===== src/rtl/cpu_pkg.sv =====
// Shared CPU definitions: canonical NOP, register-field positions and fetch FSM states.
package cpu_pkg;

    localparam logic [31:0] NOP_INSTR  = 32'h0000_0013;  // addi x0, x0, 0
    localparam int unsigned REG_ADDR_W = 5;
    localparam int unsigned RS1_LSB    = 15;
    localparam int unsigned RS2_LSB    = 20;

    typedef enum logic [1:0] {
        ST_IDLE,
        ST_FETCH,
        ST_HOLD,
        ST_DRAIN
    } fetch_state_t;

endpackage


===== src/rtl/if_id_reg.sv =====
// IF/ID pipeline register: bubble (flush) beats load; with neither asserted the contents hold.
module if_id_reg
    import cpu_pkg::*;
#(
    parameter int unsigned ADDR_W = 32
) (
    input  logic              clk,
    input  logic              rst_n,
    input  logic              load,
    input  logic              bubble,
    input  logic [ADDR_W-1:0] next_pc,
    input  logic [31:0]       next_instr,
    output logic [ADDR_W-1:0] pc,
    output logic [31:0]       instr,
    output logic              valid
);

    // Register update: reset, then bubble insertion, then load of a fetched instruction.
    always_ff @(posedge clk) begin
        if (!rst_n) begin
            pc    <= '0;
            instr <= NOP_INSTR;
            valid <= 1'b0;
        end else if (bubble) begin
            instr <= NOP_INSTR;
            valid <= 1'b0;
        end else if (load) begin
            pc    <= next_pc;
            instr <= next_instr;
            valid <= 1'b1;
        end
    end

endmodule


===== src/rtl/fetch_stage.sv =====
// Instruction fetch stage: owns the PC, the single-outstanding imem handshake,
// branch redirect/drain and a one-entry hold buffer used while the pipeline stalls.
module fetch_stage
    import cpu_pkg::*;
#(
    parameter int unsigned       ADDR_W   = 32,
    parameter logic [ADDR_W-1:0] RESET_PC = '0
) (
    input  logic              clk_i,
    input  logic              rst_i,
    input  logic              start_i,
    input  logic              PCWrite_i,
    input  logic              Stall_i,
    input  logic              Flush_i,
    input  logic [ADDR_W-1:0] BranchTarget_i,
    output logic              imem_req_o,
    output logic [ADDR_W-1:0] imem_addr_o,
    input  logic              imem_rvalid_i,
    input  logic [31:0]       imem_rdata_i,
    output logic [ADDR_W-1:0] IFID_pc_o,
    output logic [31:0]       IFID_instr_o,
    output logic              IFID_valid_o,
    output logic [4:0]        RS1addr_o,
    output logic [4:0]        RS2addr_o
);

    fetch_state_t      state;
    logic [ADDR_W-1:0] pc;
    logic              req;
    logic [31:0]       hold_instr;
    logic              advance;
    logic              ifid_load;
    logic              ifid_bubble;
    logic [31:0]       ifid_instr;

    assign advance     = PCWrite_i & ~Stall_i;
    assign imem_req_o  = req;
    assign imem_addr_o = pc;

    // IF/ID control: flush bubbles, an accepted instruction loads, an empty unstalled slot bubbles.
    always_comb begin
        ifid_load   = 1'b0;
        ifid_bubble = 1'b0;
        ifid_instr  = imem_rdata_i;
        case (state)
            ST_FETCH: begin
                if (Flush_i) begin
                    ifid_bubble = 1'b1;
                end else if (imem_rvalid_i) begin
                    ifid_load = advance;
                end else if (!Stall_i) begin
                    ifid_bubble = 1'b1;
                end
            end
            ST_HOLD: begin
                if (Flush_i) begin
                    ifid_bubble = 1'b1;
                end else if (advance) begin
                    ifid_load  = 1'b1;
                    ifid_instr = hold_instr;
                end
            end
            ST_DRAIN: ifid_bubble = Flush_i | ~Stall_i;
            default: ;
        endcase
    end

    // Fetch FSM with registered request; DRAIN swallows the response of a request killed by a flush.
    always_ff @(posedge clk_i) begin
        if (!rst_i) begin
            state      <= ST_IDLE;
            pc         <= RESET_PC;
            req        <= 1'b0;
            hold_instr <= NOP_INSTR;
        end else begin
            case (state)
                ST_IDLE: begin
                    if (start_i) begin
                        state <= ST_FETCH;
                        pc    <= RESET_PC;
                        req   <= 1'b1;
                    end
                end
                ST_FETCH: begin
                    if (Flush_i) begin
                        pc <= BranchTarget_i;
                        if (!imem_rvalid_i) begin
                            state <= ST_DRAIN;
                            req   <= 1'b0;
                        end
                    end else if (imem_rvalid_i) begin
                        if (advance) begin
                            pc <= pc + ADDR_W'(4);
                        end else begin
                            hold_instr <= imem_rdata_i;
                            state      <= ST_HOLD;
                            req        <= 1'b0;
                        end
                    end
                end
                ST_HOLD: begin
                    if (Flush_i) begin
                        pc         <= BranchTarget_i;
                        hold_instr <= NOP_INSTR;
                        state      <= ST_FETCH;
                        req        <= 1'b1;
                    end else if (advance) begin
                        pc    <= pc + ADDR_W'(4);
                        state <= ST_FETCH;
                        req   <= 1'b1;
                    end
                end
                ST_DRAIN: begin
                    // A redirect here only retargets the PC; the killed response must still be absorbed.
                    if (Flush_i) begin
                        pc <= BranchTarget_i;
                    end
                    if (imem_rvalid_i) begin
                        state <= ST_FETCH;
                        req   <= 1'b1;
                    end
                end
                default: begin
                    state <= ST_IDLE;
                    req   <= 1'b0;
                end
            endcase
        end
    end

    if_id_reg #(
        .ADDR_W(ADDR_W)
    ) u_if_id_reg (
        .clk        (clk_i),
        .rst_n      (rst_i),
        .load       (ifid_load),
        .bubble     (ifid_bubble),
        .next_pc    (pc),
        .next_instr (ifid_instr),
        .pc         (IFID_pc_o),
        .instr      (IFID_instr_o),
        .valid      (IFID_valid_o)
    );

    assign RS1addr_o = IFID_instr_o[RS1_LSB +: REG_ADDR_W];
    assign RS2addr_o = IFID_instr_o[RS2_LSB +: REG_ADDR_W];

endmodule


===== config.mk =====
export PLATFORM = sky130hd
export DESIGN_NAME = fetch_stage
export DESIGN_NICKNAME = d
export VERILOG_FILES = /design/src/rtl/cpu_pkg.sv /design/src/rtl/if_id_reg.sv /design/src/rtl/fetch_stage.sv
export SDC_FILE = /design/constraint.sdc
export NUM_CORES = 1
export LEC_CHECK = 0
export ABC_AREA = 0
export CELL_PAD_IN_SITES_DETAIL_PLACEMENT = 1
export CELL_PAD_IN_SITES_GLOBAL_PLACEMENT = 1
export CORE_MARGIN = 2
export CORE_UTILIZATION = 38
export DETAILED_ROUTE_END_ITERATION = 16
export GPL_TIMING_DRIVEN = 1
export PLACE_DENSITY_LB_ADDON = 0.15
export SETUP_SLACK_MARGIN = 0.1
export SLEW_MARGIN = 10
export SYNTH_ARGS = -nofsm -noshare
export SYNTH_HDL_FRONTEND = slang
export SYNTH_SLANG_ARGS = --single-unit

===== constraint.sdc =====
create_clock -name clk_i -period 3.14 [get_ports clk_i]
set_input_delay 0.628 -clock clk_i [delete_from_list [all_inputs] [get_ports clk_i]]
set_output_delay 0.628 -clock clk_i [all_outputs]
set_load 0.1 [all_outputs]

After elaboration in Yosys (flattened, before gate mapping)
Index checks and enable logic that the tools add are counted.

Register bits after elaboration: 132. Output and inout port bits: 108. Bits of input ports: 71.

Bitwise operators: 5. Add/subtract/negate cells: 1. Eq/ne operators: 13. Reduce and logical (&&, ||, !) cells: 7. Multiplexer cells: 42.

Operator list (count): $mux W32 (12); $pmux W32 S4 (1); $pmux W32 S2 (1); $add A32 B3 Y32 const B (1); $mux W1 (16); $mux W2 (8); $ne A2 B2 Y1 const B (6); $ne A3 B3 Y1 const B (4); $pmux W2 S4 (1); $reduce_and A6 Y1 (1); $eq A2 B2 Y1 const B (2); $pmux W1 S4 (1); $reduce_and A4 Y1 (1); $not A1 Y1 (3); $pmux W1 S3 (1); $reduce_and A3 Y1 (1); $eq A2 B1 Y1 const B (1); $logic_not A2 Y1 (1); $pmux W1 S2 (1); $reduce_and A2 Y1 (1); $reduce_bool A2 Y1 (1); $reduce_or A2 Y1 (1); $and A1 B1 Y1 (1); $or A1 B1 Y1 (1).

Logic depth before layout (Yosys ltp)
Word-level depth: 6. Gate-level depth with buffers: 9. Mapped depth without buffers: 7.

Cells and area by module
From an unflattened synthesis, not the netlist that was laid out.

Cells, all modules: 719. Area, all modules: 6288.5 um^2.

By module, submodules not included: fetch_stage (times used 1, area an instance 3831.2 um^2, sequential area each 1341.3 um^2, cells each 471); if_id_reg (times used 1, area an instance 2457.4 um^2, sequential area each 1301.2 um^2, cells each 248).

Worst setup path before layout
No wires, ideal clock.

Path type: reg2reg. Start point: register pc[2], in the netlist imem_addr_o[2]. End point: register pc[20], in the netlist imem_addr_o[20]. Required time: 3.020 ns. Stages on the path, launching flop included: 8. Path buffers: 1. Period minus slack after synthesis: 2.554 ns. Path slack: 0.586 ns. Arrival: 2.435 ns. Cells stage by stage: dfxtp_1 -> ha_1 -> and4_1 -> buf_2 -> and3_1 -> nand3_1 -> and3_1 -> o31a_1.

Word-level cells in the longest chain between the ends: 5. Elaborated cells between the ends (all ways): 6. Classes of those cells: add/sub (1); mux (5).

RTL lines: from (decl) (RTL line fetch_stage.sv:28) `logic [ADDR_W-1:0] pc;`; from (signal assigned) (RTL line fetch_stage.sv:86) `pc <= BranchTarget_i;`; from (signal assigned) (RTL line fetch_stage.sv:93) `pc <= pc + ADDR_W'(4);`; from (signal assigned) (RTL line fetch_stage.sv:103) `pc <= BranchTarget_i;`; $add A32 B3 Y32 (*) (RTL line fetch_stage.sv:93, fetch_stage.sv:108); $mux W32 (*) (RTL line fetch_stage.sv:92, fetch_stage.sv:107); $mux W32 (RTL line fetch_stage.sv:91) `end else if (imem_rvalid_i) begin`; $mux W32 (RTL line fetch_stage.sv:85) `if (Flush_i) begin`; $pmux W32 S4 (*) (RTL line fetch_stage.sv:76) `case (state)`.

Mark *: on every way between the ends. The rest lies on a longest branch, timed or not. The select of a mux whose other input is x is not followed. A chain may end at the register's enable or synchronous reset.

Final worst setup path
Start point: input port Stall_i. End point: register u_if_id_reg.pc[13].

Word-level cells in the longest chain between the ends: 6. Elaborated cells between the ends (all ways): 14. Classes of those cells: mux (9); bitwise (4); reduce/logical (1).

RTL lines: from (decl) (RTL line fetch_stage.sv:13) `input logic Stall_i,`; $mux W1 or $not A1 Y1 (tied branches) (RTL line fetch_stage.sv:51, fetch_stage.sv:36, fetch_stage.sv:63); $mux W1 or $and A1 B1 Y1 (tied branches) (RTL line fetch_stage.sv:49, fetch_stage.sv:36); $mux W1, on equally long branches (RTL line fetch_stage.sv:47, fetch_stage.sv:49, fetch_stage.sv:58); $pmux W1 S3, or another cell as far along (RTL line fetch_stage.sv:45) `case (state)`; $not A1 Y1 (no line) or $pmux W1 S2 (tied branches); $reduce_and A2 Y1 (no line) (*); to (signal assigned) (RTL line if_id_reg.sv:28) `pc <= next_pc;`; to (decl) (RTL line if_id_reg.sv:13) `output logic [ADDR_W-1:0] pc,`.

Mark *: on every way between the ends. The rest lies on a longest branch, timed or not.

==> impl_metrics.json <==
{
  "hold_path_class": "reg -> reg",
  "critPathBufInv": 2,
  "cts_root_buf": "clkbuf_16",
  "power.density_nw_per_um2": 597.4,
  "drt-met1-wl_mm": 8.035,
  "fin_nets": 913,
  "dieArea_um2": 16920,
  "yosysUniqueCellTypes": 54,
  "cts_tree": "done",
  "grt-ovfl-total": 0,
  "crit_family": "simple AND/OR/NAND/NOR gates",
  "outcome": "completed",
  "buffer_ports.inserted": 178,
  "final_cell_mix": "dfxtp_1 (132), buf_4 (127), nor2_1 (116), clkdlybuf4s50_1 (70), mux2i_1 (67)",
  "cp_cell_sequence": "clkdlybuf4s50_1, nand2b_1, or3_1, a21oi_4, buf_4, mux2i_1, nor2_1",
  "antenna_found_initial": 0,
  "yosys_warnings": 0,
  "rr_startpoint": "state[1]$_SDFFE_PN0P_",
  "placed_area_um2": 7746,
  "drt_wl_total_mm": 19.35,
  "drt_iter0_drc": 252,
  "cp.depth": 7,
  "hold_viol": 0,
  "critPathKind": "in -> reg",
  "r2r_cells": 8,
  "met2_length_mm": 9.888,
  "clk_path_buf_depth": 2,
  "h-tree-depth": 4,
  "io_pins": 179,
  "first_global_vias": 6085,
  "finalCritPeriodShare_pct": 80.30,
  "n_antenna_cell": 0,
  "endpoint": "u_if_id_reg.pc[13]$_SDFFE_PN0P_",
  "crit_start": "Stall_i",
  "syn_area_um2": 6042,
  "fin_skew_ns": 0.009845,
  "core_um2": 15710,
  "layout.cells.most_common": "dfxtp_1",
  "synth_cells": 676,
  "cp_slowest_stage_delay_ns": 0.56,
  "relSlewSlack_pct": 42.52,
  "avgViaCountPerCell": 5.480,
  "post_cts_buffers": 0,
  "final_antenna_net_count": 0,
  "start_util_pct": 38.45,
  "arrival_ns": 2.79,
  "cts_buffers": 17,
  "grt_usage_pct": 23.30,
  "cap_violations": 0,
  "ys_ff_latch": 132,
  "max_slew.worst_pin.slew_ns": 0.8622,
  "fp.dieW_um": 130.1,
  "grt_max_degree": 78,
  "synth_area_per_cell_um2": 8.938,
  "wl_per_cell_um": 18.16,
  "placementRows": 46,
  "fmaxAchievable_mhz": 396.6,
  "synth-edff-count": 0,
  "irDropWorstVdd_mv": 0.4317,
  "gp_congestion": 0.7932,
  "seq_area_frac_synth_pct": 43.74,
  "dr.max_layer_used": "met4",
  "synthArstFlopShare_pct": 0,
  "stdcell_area_um2": 8381,
  "end_kind": "flop",
  "grt_pass1_wl_mm": 30.78,
  "die_y_um": 130.1,
  "post_cts_resized": 0,
  "cp_max_fo": 20,
  "slew_viol_final": 0,
  "syn_nets": 753,
  "required_ns": 3.41,
  "layout_min_cycle_time_ns": 2.521,
  "area_growth_pct": 38.70,
  "power_leakage_nw": 3.137,
  "worstSkewPairLatency_ns": 0.42,
  "holdBufCountCts": 0,
  "slowest_stage": "or3_1",
  "hpwlAfterDp_mm": 13.33,
  "first_pass_iters": 4,
  "path_clk_slew_ns": 0.06,
  "cts.sinks": 132,
  "finalSetupViolCount": 0,
  "drive_gt1_share_pct": 20.02,
  "startpoint_type": "primary input",
  "rsz0062_at_grt": "false",
  "vias": 5836,
  "drc": 0,
  "setup_tns_ns": 0,
  "regToRegEndpoint": "u_if_id_reg.pc[13]$_SDFFE_PN0P_",
  "synthFlopType": "dfxtp_1",
  "r2r_setup_slack_ns": 0.70,
  "dr_wl_met3_mm": 1.041
}
-- power by group --
group          total [W]  internal, W  leakage (nW)  switching (W)
registers        0.00180      0.00173          1.07      0.0000701
clock network    0.00213      0.00137         0.310       0.000754
logic            0.00108     0.000339          1.76       0.000738
-- cell families after synthesis --
group | Yosys count | share of synthesized area [%]
AO/OA/AOI/OAI | 151 | 18.02
XOR/XNOR | 18 | 2.609
adder cells (fa/ha/maj) | 6 | 1.242
buffers and inverters | 67 | 5.446
flip-flops | 132 | 43.74
multiplexers | 67 | 11.10
AND/OR/NAND/NOR | 235 | 17.85
-- sequential cells by signal, summed over array words and instances (netlist names) --
signal,flops
u_if_id_reg.pc,32
hold_instr,32
imem_req_o,1
u_if_id_reg.valid,1
state,2
imem_addr_o,32
u_if_id_reg.instr,32
-- tightest hold or removal path: cells and delay by family, from the launching register on --
| kind | cells | cell delay, ns |
|---|---|---|
| flip-flops | 1 | 0.32 |
| AND/OR/NAND/NOR | 2 | 0.12 |
-- synth_stat cells (4+ instances only) --
| library cell | number | area (um2) |
|---|---|---|
| a211oi_1 | 30 | 225.2 |
| a21oi_1 | 14 | 70.07 |
| a22o_1 | 5 | 43.79 |
| a22oi_1 | 36 | 270.3 |
| and2_1 | 5 | 31.28 |
| and3_1 | 9 | 56.30 |
| and4_1 | 6 | 52.55 |
| buf_2 | 14 | 70.07 |
| buf_4 | 10 | 75.07 |
| clkbuf_1 | 29 | 108.9 |
| dfxtp_1 | 132 | 2643 |
| ha_1 | 6 | 75.07 |
| inv_1 | 7 | 26.28 |
| mux2i_1 | 67 | 670.6 |
| nand2_1 | 37 | 138.9 |
| nand2b_1 | 5 | 31.28 |
| nand3_1 | 19 | 95.09 |
| nand4_1 | 15 | 93.84 |
| nor2_1 | 117 | 439.2 |
| nor3_1 | 10 | 50.05 |
| o21ai_0 | 16 | 80.08 |
| o21ai_1 | 8 | 40.04 |
| o22ai_1 | 5 | 31.28 |
| o2bb2ai_1 | 5 | 43.79 |
| o31a_1 | 4 | 35.03 |
| xor2_1 | 15 | 131.4 |
-- how the worst min path moves through the flow --
stage | startpoint | end | slack (ns) | cells after the start
3_3_place_gp | u_if_id_reg.valid$_SDFFE_PP0P_ | u_if_id_reg.valid$_SDFFE_PP0P_ | 0.45 | 2
5_1_grt | u_if_id_reg.instr[4]$_SDFFE_PP1P_ | u_if_id_reg.instr[4]$_SDFFE_PP1P_ | 0.50 | 1
3_5_place_dp | u_if_id_reg.valid$_SDFFE_PP0P_ | u_if_id_reg.valid$_SDFFE_PP0P_ | 0.46 | 2
6_report | u_if_id_reg.valid$_SDFFE_PP0P_ | u_if_id_reg.valid$_SDFFE_PP0P_ | 0.47 | 2
2_1_floorplan | hold_instr[0]$_SDFFE_PN1P_ | hold_instr[0]$_SDFFE_PN1P_ | 0.44 | 2
4_1_cts | u_if_id_reg.valid$_SDFFE_PP0P_ | u_if_id_reg.valid$_SDFFE_PP0P_ | 0.48 | 2
-- layout make-up --
cell class / instances / area, um2
multi-input cells: 477 / 3089
well taps: 216 / 270.3
clock inverters: 12 / 177.7
flip-flops and latches: 132 / 2643
repair buffers: 200 / 1714
inverters: 8 / 30.03
clock buffers: 20 / 456.7
fillers: 1812 / 7332
-- through the flow --
step | std cells | hold WS (ns) | setup WS [ns] | utilization (%) | total power [W]
after detailed placement | 1033 | 0.4635 | 0.1701 | 49.30 | 0.002908
after global placement | 1033 | 0.4501 | 0.2960 | 49.30 | 0.002886
after floorplan | 676 | 0.4413 | 0.5858 | - | 0.002537
after global routing | 1065 | 0.4966 | 0.5056 | 53.34 | 0.005207
after CTS | 1065 | 0.4790 | 0.6185 | 53.34 | 0.005048
final | 1065 | 0.4731 | 0.6185 | 53.34 | 0.005006
-- routing by layer --
layer	GRT usage (%)	vias up
met5	0	-
met4	8.349	0
met3	5.904	32
met2	42.44	174
met1	26.33	2860
li1	-	2770
(Power assumes the default switching activity.)
